**src/rtl/l1_pkg.sv**
```systemverilog
//------------------------------------------------------------------------------
// Module   : l1_pkg
// Purpose  : Shared constants and FSM state type for the layer-1 stream-out stage
// Revision : 1.0  initial release
//------------------------------------------------------------------------------
`default_nettype none

package l1_pkg;

  localparam int N_WORDS = 1024;
  localparam int ADDR_W  = 12;
  localparam int DATA_W  = 13;
  localparam int FRAC_W  = 4;
  localparam int IW      = DATA_W - FRAC_W;
  localparam int IDX_W   = $clog2(N_WORDS);

  // Layer-1 results occupy the bottom of the csel=1 memory
  localparam int L1_BASE = 0;

  typedef enum logic [1:0] {
    IDLE  = 2'd0,
    RUN   = 2'd1,
    DRAIN = 2'd2,
    DONE  = 2'd3
  } state_t;

endpackage

`default_nettype wire

```
**src/rtl/l1_stream_out_if.sv**
```systemverilog
//------------------------------------------------------------------------------
// Module   : l1_stream_out_if
// Purpose  : Result-memory read port plus valid/ready output stream
// Revision : 1.0  initial release
//------------------------------------------------------------------------------
`default_nettype none

interface l1_stream_out_if #(
  parameter int ADDR_W = l1_pkg::ADDR_W,
  parameter int DATA_W = l1_pkg::DATA_W,
  parameter int IW     = l1_pkg::IW,
  parameter int IDX_W  = l1_pkg::IDX_W
);

  logic              crd;
  logic [ADDR_W-1:0] caddr_rd;
  logic [DATA_W-1:0] cdata_rd;
  logic              csel;
  logic              out_valid;
  logic              out_ready;
  logic [IW-1:0]     out_data;
  logic [IDX_W-1:0]  out_idx;
  logic              out_last;

  modport master (
    output crd, caddr_rd, csel, out_valid, out_data, out_idx, out_last,
    input  cdata_rd, out_ready
  );

  modport slave (
    input  crd, caddr_rd, csel, out_valid, out_data, out_idx, out_last,
    output cdata_rd, out_ready
  );

endinterface

`default_nettype wire

```
**src/rtl/l1_skid_fifo.sv**
```systemverilog
//------------------------------------------------------------------------------
// Module   : l1_skid_fifo
// Purpose  : 2-entry FIFO holding returned beats between memory and stream
// Revision : 1.0  initial release
//------------------------------------------------------------------------------
`default_nettype none

module l1_skid_fifo #(
  parameter int WIDTH = 1
) (
  input  wire logic             clk,
  input  wire logic             reset,
  input  wire logic             push,
  input  wire logic [WIDTH-1:0] din,
  input  wire logic             pop,
  output logic      [WIDTH-1:0] dout,
  output logic      [1:0]       count,
  output logic                  full,
  output logic                  empty
);

  logic [WIDTH-1:0] r_mem [2];
  logic             r_wr_ptr;
  logic             r_rd_ptr;
  logic [1:0]       r_count;
  logic             w_do_push;
  logic             w_do_pop;

  assign empty     = (r_count == 2'd0);
  assign full      = (r_count == 2'd2);
  assign count     = r_count;
  assign dout      = r_mem[r_rd_ptr];
  assign w_do_pop  = pop && !empty;
  assign w_do_push = push && (!full || w_do_pop);

  always_ff @(posedge clk or negedge reset) begin
    if (!reset) begin
      r_mem[0] <= '0;
      r_mem[1] <= '0;
      r_wr_ptr <= 1'b0;
      r_rd_ptr <= 1'b0;
      r_count  <= 2'd0;
    end else begin
      if (w_do_push) begin
        r_mem[r_wr_ptr] <= din;
        r_wr_ptr        <= ~r_wr_ptr;
      end
      if (w_do_pop) begin
        r_rd_ptr <= ~r_rd_ptr;
      end
      case ({w_do_push, w_do_pop})
        2'b10:   r_count <= r_count + 2'd1;
        2'b01:   r_count <= r_count - 2'd1;
        default: r_count <= r_count;
      endcase
    end
  end

`ifndef SYNTHESIS
  // The read issuer bounds outstanding reads to two, so a push into a full,
  // non-popping FIFO indicates broken issue logic upstream.
  a_no_overflow : assert property (@(posedge clk) disable iff (!reset)
    !(push && full && !pop));
`endif

endmodule

`default_nettype wire

```
**src/rtl/l1_stream_out.sv**
```systemverilog
//------------------------------------------------------------------------------
// Module   : l1_stream_out
// Purpose  : Scans layer-1 results, streams integer parts, tracks max/frac_err
// Revision : 1.0  initial release
//------------------------------------------------------------------------------
`default_nettype none

module l1_stream_out #(
  parameter  int N_WORDS = l1_pkg::N_WORDS,
  parameter  int ADDR_W  = l1_pkg::ADDR_W,
  parameter  int DATA_W  = l1_pkg::DATA_W,
  parameter  int FRAC_W  = l1_pkg::FRAC_W,
  localparam int IW      = DATA_W - FRAC_W,
  localparam int IDX_W   = $clog2(N_WORDS)
) (
  input  wire logic       clk,
  input  wire logic       reset,
  input  wire logic       start,
  output logic            busy,
  output logic            done,
  output logic [IW-1:0]   max_val,
  output logic [IDX_W-1:0] max_idx,
  output logic            frac_err,
  l1_stream_out_if.master bus
);

  import l1_pkg::*;

  localparam logic [ADDR_W-1:0] LAST_ADDR = ADDR_W'(N_WORDS - 1);
  localparam logic [IDX_W-1:0]  LAST_IDX  = IDX_W'(N_WORDS - 1);
  localparam logic [ADDR_W-1:0] BASE_ADDR = ADDR_W'(L1_BASE);
  localparam int                BEAT_W    = IW + IDX_W + 1;

  state_t             r_state;
  state_t             w_next_state;
  logic [ADDR_W-1:0]  r_rd_idx;
  logic [ADDR_W-1:0]  r_caddr;
  logic               r_inflight;
  logic [IDX_W-1:0]   r_inflight_idx;
  logic               r_done;
  logic               r_frac_err;
  logic [IW-1:0]      r_max_val;
  logic [IDX_W-1:0]   r_max_idx;

  logic               w_start_ok;
  logic               w_issue;
  logic               w_pop;
  logic               w_push;
  logic [2:0]         w_outstanding;
  logic [ADDR_W-1:0]  w_rd_addr;
  logic [1:0]         w_count;
  logic               w_full;
  logic               w_empty;
  logic [BEAT_W-1:0]  w_push_beat;
  logic [BEAT_W-1:0]  w_head;
  logic [IW-1:0]      w_head_data;
  logic [IDX_W-1:0]   w_head_idx;
  logic               w_head_last;

  assign w_start_ok = start && ((r_state == IDLE) || (r_state == DONE));
  assign w_pop      = !w_empty && bus.out_ready;
  assign w_push     = r_inflight;
  // Buffered beats plus the read landing this cycle, less the beat leaving
  assign w_outstanding = {1'b0, w_count} + {2'b00, r_inflight} - {2'b00, w_pop};
  assign w_rd_addr  = BASE_ADDR + r_rd_idx;

  assign w_push_beat = {bus.cdata_rd[DATA_W-1:FRAC_W], r_inflight_idx,
                        (r_inflight_idx == LAST_IDX)};
  assign {w_head_data, w_head_idx, w_head_last} = w_head;

  l1_skid_fifo #(
    .WIDTH (BEAT_W)
  ) u_fifo (
    .clk   (clk),
    .reset (reset),
    .push  (w_push),
    .din   (w_push_beat),
    .pop   (w_pop),
    .dout  (w_head),
    .count (w_count),
    .full  (w_full),
    .empty (w_empty)
  );

  always_ff @(posedge clk or negedge reset) begin
    if (!reset) begin
      r_state <= IDLE;
    end else begin
      r_state <= w_next_state;
    end
  end

  always_comb begin
    w_next_state = r_state;
    case (r_state)
      IDLE:    if (start) w_next_state = RUN;
      RUN:     if (w_issue && (r_rd_idx == LAST_ADDR)) w_next_state = DRAIN;
      DRAIN:   if (w_pop && w_head_last) w_next_state = DONE;
      DONE:    if (start) w_next_state = RUN;
      default: w_next_state = IDLE;
    endcase
  end

  // busy stays up through the done cycle so a chained start sees no gap
  always_comb begin
    w_issue = 1'b0;
    busy    = 1'b0;
    case (r_state)
      RUN: begin
        w_issue = (w_outstanding < 3'd2);
        busy    = 1'b1;
      end
      DRAIN:   busy = 1'b1;
      DONE:    busy = r_done;
      default: busy = 1'b0;
    endcase
  end

  always_ff @(posedge clk or negedge reset) begin
    if (!reset) begin
      r_rd_idx       <= '0;
      r_caddr        <= '0;
      r_inflight     <= 1'b0;
      r_inflight_idx <= '0;
      r_done         <= 1'b0;
    end else begin
      if (w_start_ok) begin
        r_rd_idx <= '0;
      end else if (w_issue) begin
        r_rd_idx <= r_rd_idx + 1'b1;
      end
      if (w_issue) begin
        r_caddr        <= w_rd_addr;
        r_inflight_idx <= r_rd_idx[IDX_W-1:0];
      end
      r_inflight <= w_issue;
      r_done     <= (r_state == DRAIN) && w_pop && w_head_last;
    end
  end

  // Strict compare keeps the earliest index on ties
  always_ff @(posedge clk or negedge reset) begin
    if (!reset) begin
      r_max_val  <= '0;
      r_max_idx  <= '0;
      r_frac_err <= 1'b0;
    end else if (w_start_ok) begin
      r_max_val  <= '0;
      r_max_idx  <= '0;
      r_frac_err <= 1'b0;
    end else begin
      if (w_pop && (w_head_data > r_max_val)) begin
        r_max_val <= w_head_data;
        r_max_idx <= w_head_idx;
      end
      if (w_push && (bus.cdata_rd[FRAC_W-1:0] != '0)) begin
        r_frac_err <= 1'b1;
      end
    end
  end

  assign bus.crd       = w_issue;
  assign bus.caddr_rd  = w_issue ? w_rd_addr : r_caddr;
  assign bus.csel      = 1'b1;
  assign bus.out_valid = !w_empty;
  assign bus.out_data  = w_head_data;
  assign bus.out_idx   = w_head_idx;
  assign bus.out_last  = !w_empty && w_head_last;

  assign done     = r_done;
  assign max_val  = r_max_val;
  assign max_idx  = r_max_idx;
  assign frac_err = r_frac_err;

endmodule

`default_nettype wire

```
**src/flat_wrapper.sv**
```systemverilog
// flat-port wrapper written by rule: the top's interface ports become plain ports
module l1_stream_out_flat import l1_pkg::*;
#(
  parameter  int N_WORDS = l1_pkg::N_WORDS,
  parameter  int ADDR_W  = l1_pkg::ADDR_W,
  parameter  int DATA_W  = l1_pkg::DATA_W,
  parameter  int FRAC_W  = l1_pkg::FRAC_W,
  localparam int IW      = DATA_W - FRAC_W,
  localparam int IDX_W   = $clog2(N_WORDS)
)
  (clk, reset, start, busy, done, max_val, max_idx, frac_err, bus_crd, bus_caddr_rd, bus_csel, bus_out_valid, bus_out_data, bus_out_idx, bus_out_last, bus_cdata_rd, bus_out_ready);
  l1_stream_out_if #(.ADDR_W(ADDR_W), .DATA_W(DATA_W)) bus_i ();
  input  wire logic clk;
  input  wire logic reset;
  input  wire logic start;
  output logic busy;
  output logic done;
  output logic [IW-1:0] max_val;
  output logic [IDX_W-1:0] max_idx;
  output logic frac_err;
  output wire logic [$bits(bus_i.crd)-1:0] bus_crd;
  output wire logic [$bits(bus_i.caddr_rd)-1:0] bus_caddr_rd;
  output wire logic [$bits(bus_i.csel)-1:0] bus_csel;
  output wire logic [$bits(bus_i.out_valid)-1:0] bus_out_valid;
  output wire logic [$bits(bus_i.out_data)-1:0] bus_out_data;
  output wire logic [$bits(bus_i.out_idx)-1:0] bus_out_idx;
  output wire logic [$bits(bus_i.out_last)-1:0] bus_out_last;
  input wire logic [$bits(bus_i.cdata_rd)-1:0] bus_cdata_rd;
  input wire logic [$bits(bus_i.out_ready)-1:0] bus_out_ready;
  assign bus_crd = bus_i.crd;
  assign bus_caddr_rd = bus_i.caddr_rd;
  assign bus_csel = bus_i.csel;
  assign bus_out_valid = bus_i.out_valid;
  assign bus_out_data = bus_i.out_data;
  assign bus_out_idx = bus_i.out_idx;
  assign bus_out_last = bus_i.out_last;
  assign bus_i.cdata_rd = bus_cdata_rd;
  assign bus_i.out_ready = bus_out_ready;
  l1_stream_out #(.N_WORDS(N_WORDS), .ADDR_W(ADDR_W), .DATA_W(DATA_W), .FRAC_W(FRAC_W)) u_core (.clk(clk), .reset(reset), .start(start), .busy(busy), .done(done), .max_val(max_val), .max_idx(max_idx), .frac_err(frac_err), .bus(bus_i));
endmodule
```
**config.mk**
```make
export PLATFORM = sky130hd
export DESIGN_NAME = l1_stream_out_flat
export DESIGN_NICKNAME = d
export VERILOG_FILES = /design/src/rtl/l1_pkg.sv /design/src/rtl/l1_stream_out_if.sv /design/src/rtl/l1_skid_fifo.sv /design/src/rtl/l1_stream_out.sv /design/src/flat_wrapper.sv
export SDC_FILE = /design/constraint.sdc
export NUM_CORES = 1
export LEC_CHECK = 0
export BUFFER_PORTS_ARGS = -buffer_cell sky130_fd_sc_hd__buf_2
export CAP_MARGIN = 20
export CORE_ASPECT_RATIO = 0.75
export CORE_MARGIN = 1
export CORE_UTILIZATION = 56
export DETAILED_ROUTE_END_ITERATION = 16
export GPL_TIMING_DRIVEN = 0
export PLACE_DENSITY = 0.77
export SLEW_MARGIN = 10
export SYNTH_ARGS = -nofsm -noshare
export SYNTH_HDL_FRONTEND = slang
export SYNTH_SLANG_ARGS = --single-unit
```
**constraint.sdc**
```tcl
create_clock -name clk -period 5.1 [get_ports clk]
set_clock_uncertainty 0.2 [all_clocks]
set_input_delay 0.765 -clock clk [delete_from_list [all_inputs] [get_ports clk]]
set_output_delay 0.765 -clock clk [all_outputs]
set_load 0.02 [all_outputs]
```
==> results.sh, run 1 <==
export IMPL_dp_slack_ns=0.775
export IMPL_dieArea_sq_mm=0.00880
export IMPL_finalInstanceArea_sq_mm=0.00541
export IMPL_synth_ff_type="dfrtp_1"
export IMPL_diodes=0
export IMPL_cts_hold_buf=0
export IMPL_wire_per_inst_microns=16.4
export IMPL_syn_nets=457
export IMPL_fin_ws_ns=0.532
export IMPL_path_delay_family="buffers and inverters"
export IMPL_hold_viol_final=0
export IMPL_synth_commonest_cells="nand2_1 (112), dfrtp_1 (102), mux2_2 (58), mux2i_1 (21), nor2_1 (19)"
export IMPL_avgSynthCellArea_sq_um=11.1
export IMPL_rows=28
export IMPL_clock_path_buffers=2
export IMPL_p_comb_frac=0.464
export IMPL_async_flop_share=1.00
export IMPL_ys_warn_count=0
export IMPL_finalWirelength_microns=10100
export IMPL_synth_cells=424
export IMPL_crit_cells=11
export IMPL_die_y_microns=81.5
export IMPL_fin_util=0.674
export IMPL_viasPerCell=5.39
export IMPL_setup_viol=0
export IMPL_finalMaxSlewViolations=0
export IMPL_port_buffer_count=72
export IMPL_antenna_found_initial=0
export IMPL_cp_arrival_ns=3.60
export IMPL_vias=3333
export IMPL_pwr_share_seq=0.374
export IMPL_drc=0
export IMPL_pin_count=74
export IMPL_grt_total_usage=0.252
export IMPL_post_cts_buffers=0
export IMPL_grt_remaining_overflow=0
export IMPL_grt_pass1_vias=3417
export IMPL_grt_max_degree=63
export IMPL_ys_seq_area_frac=0.541
export IMPL_cp_slowest_cell="o21ai_1"
export IMPL_critPathMaxStageDelay_ns=0.52
export IMPL_synth_area_leader_cell="dfrtp_1"
export IMPL_dpl_cell_area_sq_mm=0.00524
export IMPL_path_class="reg2out"
export IMPL_critPathMostFrequentCell="nand2_1"
export IMPL_htree_levels=3
export IMPL_worstMarginPinSlew_ns=0.717
export IMPL_drive_gt1_frac=0.308
export IMPL_switching_share=0.407
export IMPL_synthTopCellsByArea="dfrtp_1 (54%), mux2_2 (14%), nand2_1 (8.9%)"
export IMPL_critical_path_buf_inv_count=4
export IMPL_worstPathCellList="clkbuf_1 -> o21ai_1 -> nor2_1 -> fa_1 -> xnor2_2 -> nand2_1 -> inv_1 -> buf_1 -> nand2_1 -> nand2_1 -> buf_2"
export IMPL_min_period_over_period=0.896
export IMPL_clkPwrFrac=0.162
export IMPL_cap_violations=0
export IMPL_ant_nets=0
export IMPL_synth_most_common_cell="nand2_1"
export IMPL_syn_area_sq_mm=0.00472
export IMPL_cp_start_kind="flip-flop"
export IMPL_root_buffer="clkbuf_8"
export IMPL_rsz0062_at_grt="false"
export IMPL_required_ns=4.14
export IMPL_die_x_microns=108
export IMPL_fin_crit_ns=4.57
export IMPL_cts_made_buffers=9
export IMPL_area_growth_pct=14.6
export IMPL_grt_pass1_wl_microns=16700
export IMPL_tns_ns=0
export IMPL_ys_ff_latch=102
export IMPL_dr_pass1_iters=4
export IMPL_core_sq_mm=0.00802
export IMPL_cts_tree="done"
export IMPL_fmax_ghz=0.219
export IMPL_yosysUniqueCellTypes=40
export IMPL_synth_edf_count=0
export IMPL_peakVddDrop_mv=0.355
export IMPL_p_int_mw=1.68
export IMPL_endpoint_kind="output port"
export IMPL_cp_max_fo=11
export IMPL_synth_top_area_frac=0.541
export IMPL_clock_sinks=102
export IMPL_drtIter0Drc=198
export IMPL_r2r_cells=10
export IMPL_nets=541
export IMPL_clk_latency_ns=0.37
export IMPL_min_path_type="in2async"
export IMPL_gp_congestion=0.879
export IMPL_power_switching_mw=1.15
export IMPL_fill_cells=643
export IMPL_dp_hpwl_microns=7320
export IMPL_p_leak_nw=2.80
export IMPL_cts_resized=0
export IMPL_slew_headroom=0.522
export IMPL_status="finished clean"
export IMPL_p_per_area_mw_per_mm2=524
export IMPL_cts_clk_slew_worst_paths_ns=0.09
export IMPL_initial_core_util=0.588
[stage by stage]
stage | std cells | power, mW | hold WS [ns]
after detailed placement | 602 | 2.39 | 0.255
after global placement | 601 | 2.32 | 0.249
final | 618 | 2.83 | 0.170
after CTS | 618 | 2.85 | 0.186
after floorplan | 424 | 2.02 | 0.268
after global routing | 618 | 3.02 | 0.199
[final cells by class]
class	count	area [sq um]	area share
inverters	16	60.1	0.0111
well taps	105	131	0.0243
plain buffers	18	92.6	0.0171
repair buffers	73	390	0.0722
clock inverters	3	20.0	0.00370
multi-input cells	288	2010	0.372
flip-flops and latches	102	2550	0.472
clock buffers	13	149	0.0275
[cell families after synthesis]
family,after synthesis,synth area share
buffers and inverters,34,0.0324
muxes,80,0.185
xor gates and xnor gates,14,0.0276
adders and majority gates,16,0.0440
other,1,0.000795
and+or+nand+nor,152,0.135
AOI/OAI and AO/OA,25,0.0342
DFF,102,0.541
[layout by cell type (no fill, tap or decap), drive strengths merged, types with 2 or more instances in the layout]
cell type	n
a2111oi	2
xor2	3
or3	3
xnor2	11
clkinvlp	2
ha	15
clkbuf	21
or4	2
o21ai	9
dfrtp	102
nor4	2
nor3	2
a21oi	11
nand4	4
mux2	59
nand2	112
nor2	19
nor2b	2
mux2i	21
buf	83
inv	16
[power groups by stage]
stage	Combinational (mW)	Clock, mW	Sequential, mW
floorplan	0.945	0	1.08
global placement	1.26	0	1.06
detailed placement	1.31	0	1.07
CTS	1.32	0.468	1.06
global route	1.44	0.498	1.08
finish	1.31	0.460	1.06
[registers in the layout, summed over array words and instances, names as in the netlist, 2 cells and up]
register and count:
u_core.r_inflight_idx 10, u_core.max_val 9, u_core.r_rd_idx 12, u_core.u_fifo.count 2
u_core.r_state 2, u_core.max_idx 10, u_core.r_caddr 12, u_core.u_fifo.r_mem 40
[final timing paths]
| kind | start | end | slack [ns] |
|---|---|---|---|
| max reg2reg | u_core.u_fifo.r_rd_ptr$_DFFE_PN0P_ | u_core.max_idx[6]$_DFFE_PN0P_ | 1.64 |
| max | u_core.u_fifo.count[0]$_DFFE_PN0P_ | bus_caddr_rd[8] | 0.53 |
| min reg2reg | u_core.r_caddr[3]$_DFF_PN0_ | u_core.r_caddr[3]$_DFF_PN0_ | 0.28 |
| min in group clk | u_core.r_caddr[3]$_DFF_PN0_ | u_core.r_caddr[3]$_DFF_PN0_ | 0.28 |
| max in group asynchronous | reset | u_core.max_idx[1]$_DFFE_PN0P_ | 3.83 |
| min | reset | u_core.r_inflight$_DFF_PN0_ | 0.17 |
[routing by layer]
metal,part of all wire,GRT usage
met1,0.47,0.338
met3,0.043,0.0595
met5,0,0
met2,0.48,0.414
met4,0.0079,0.0726
Note: power is estimated with default switching activity, not from simulation.
==> inputs of run 2 (changes only) <==
- CAP_MARGIN: 20 -> 0
- CORE_UTILIZATION: 56 -> 55
- PLACE_DENSITY: 0.77 -> 0.76
==> results.sh, run 2 (synthesized netlist as in run 1, its figures left out) <==
export IMPL_r2r_cells=10
export IMPL_root_buffer="clkbuf_16"
export IMPL_wire_per_inst_microns=15.8
export IMPL_critPathMaxStageDelay_ns=0.52
export IMPL_dp_cells=602
export IMPL_critPathMostFrequentCell="nand2_1"
export IMPL_p_int_mw=1.84
export IMPL_ant_nets=0
export IMPL_p_comb_frac=0.435
export IMPL_dp_hpwl_microns=7040
export IMPL_drc=0
export IMPL_switching_share=0.390
export IMPL_regToRegStartpoint="u_core.u_fifo.r_rd_ptr$_DFFE_PN0P_"
export IMPL_finalMaxSlewViolations=0
export IMPL_grt_remaining_overflow=0
export IMPL_grt_max_degree=57
export IMPL_initial_core_util=0.583
export IMPL_cts_clk_slew_worst_paths_ns=0.07
export IMPL_setup_viol=0
export IMPL_area_growth_pct=16.9
export IMPL_fin_crit_ns=4.45
export IMPL_htree_levels=3
export IMPL_post_cts_buffers=0
export IMPL_clk_latency_ns=0.34
export IMPL_cts_tree="done"
export IMPL_status="finished clean"
export IMPL_power_switching_mw=1.17
export IMPL_gp_congestion=0.884
export IMPL_peakVddDrop_mv=0.294
export IMPL_worstPathCellList="clkbuf_1 -> o21ai_1 -> nor2_1 -> fa_1 -> and2_1 -> nand2_1 -> inv_1 -> buf_1 -> nand2_1 -> nand2_1 -> buf_2"
export IMPL_p_leak_nw=2.85
export IMPL_clkPwrFrac=0.214
export IMPL_cp_slowest_cell="fa_1"
export IMPL_reg2reg_slack_ns=1.71
export IMPL_min_path_type="in2async"
export IMPL_grt_total_usage=0.235
export IMPL_reg_top3="u_core.u_fifo.r_mem (40), u_core.r_caddr (12), u_core.r_rd_idx (12)"
export IMPL_cp_arrival_ns=3.48
export IMPL_dr_pass1_iters=4
export IMPL_core_sq_mm=0.00809
export IMPL_fin_util=0.682
export IMPL_layout_common_cells="nand2_1 (112), dfrtp_1 (102), buf_2 (73), mux2_2 (58), mux2i_1 (21)"
export IMPL_antenna_found_initial=0
export IMPL_slew_headroom=0.527
export IMPL_cts_hold_buf=0
export IMPL_dp_slack_ns=0.840
export IMPL_fin_ws_ns=0.654
export IMPL_final_cells=618
export IMPL_use_met1=0.327
export IMPL_die_y_microns=82.2
export IMPL_pin_count=74
export IMPL_finalWirelength_microns=9780
export IMPL_required_ns=4.14
export IMPL_viasPerCell=5.35
export IMPL_grt_pass1_wl_microns=15800
export IMPL_vias=3309
export IMPL_cts_made_buffers=9
export IMPL_fmax_ghz=0.225
export IMPL_final_common_cell="nand2_1"
export IMPL_cp_max_fo=11
export IMPL_top_register="u_core.u_fifo.r_mem"
export IMPL_rows=28
export IMPL_worstMarginPinSlew_ns=0.709
export IMPL_clock_path_buffers=2
export IMPL_use_met3=0.0471
export IMPL_endpoint_kind="output port"
export IMPL_die_x_microns=109
export IMPL_cts_resized=0
export IMPL_port_buffer_count=72
export IMPL_r2r_end="u_core.max_idx[9]$_DFFE_PN0P_"
export IMPL_drtIter0Drc=194
export IMPL_p_per_area_mw_per_mm2=545
export IMPL_pwr_share_seq=0.351
export IMPL_grt_busiest_layer="met2"
export IMPL_rsz0062_at_grt="false"
export IMPL_largest_reg_flops=40
export IMPL_path_class="reg2out"
export IMPL_cp_start_kind="flip-flop"
export IMPL_power_mw=3.01
export IMPL_tns_ns=0
export IMPL_grt_pass1_vias=3222
export IMPL_diodes=0
export IMPL_clock_sinks=102
export IMPL_dieArea_sq_mm=0.00896
export IMPL_nets=541
export IMPL_drive_gt1_frac=0.312
export IMPL_hold_viol_final=0
export IMPL_grt_use_met2=0.382
export IMPL_min_period_over_period=0.872
export IMPL_cap_violations=0
## run 2: cell count changes in the layout (fill, tap and decap cells not counted)
| cell | before | now |
|---|---|---|
| clkbuf_16 | 0 | 9 |
| clkbuf_8 | 10 | 1 |
| clkbuf_1 | 11 | 9 |
| clkinv_4 | 0 | 2 |
| clkinv_2 | 1 | 2 |
| clkinvlp_4 | 2 | 1 |
## run 2: through the flow
| step | area, sq um | hold slack (ns) |
|---|---|---|
| after global placement | 5210 | 0.248 |
| final | 5520 | 0.238 |
| after CTS | 5520 | 0.251 |
| after floorplan | 4720 | 0.268 |
| after global routing | 5520 | 0.284 |
| after detailed placement | 5240 | 0.256 |
## run 2: worst max-delay path by stage
stage	start	endpoint	slack, ns
floorplan	bus_out_ready	bus_caddr_rd[3]	1.39
global placement	bus_out_ready	bus_caddr_rd[3]	0.92
detailed placement	bus_out_ready	bus_caddr_rd[3]	0.84
CTS	u_core.u_fifo.count[0]$_DFFE_PN0P_	bus_caddr_rd[3]	0.66
global route	u_core.u_fifo.count[0]$_DFFE_PN0P_	bus_caddr_rd[3]	0.43
finish	u_core.u_fifo.count[0]$_DFFE_PN0P_	bus_caddr_rd[3]	0.65
## run 2: layer usage
metal | routed length [microns] | vias to the layer above
met4 | 86 | 0
met3 | 469 | 7
met1 | 4620 | 1641
met2 | 4610 | 80
met5 | 0 | -
li1 | - | 1581
## run 2: worst max-delay path, delay by kind of cell (launching register included)
kind            cells  cell delay (ns)
simple gates        5             0.80
flops               1             0.36
compound gates      1             0.47
buf+inv             4             0.99
fa+ha+maj           1             0.52
## run 2: cell type report
type,instances,area [sq um]
inverters,16,60.1
clock buffers,11,243
plain buffers,18,92.6
repair buffers,73,390
clock inverters,5,35.0
fillers,632,2570
well taps,105,131
flip-flops and latches,102,2550
multi-input cells,288,2010
## run 2: power by group through the flow
stage                     logic (mW)  registers [mW]  clock network (mW)
after global placement          1.26            1.06                   0
after global routing            1.43            1.07               0.678
after detailed placement        1.30            1.07                   0
final                           1.31            1.05               0.645
after CTS                       1.32            1.05               0.652
after floorplan                0.945            1.08                   0
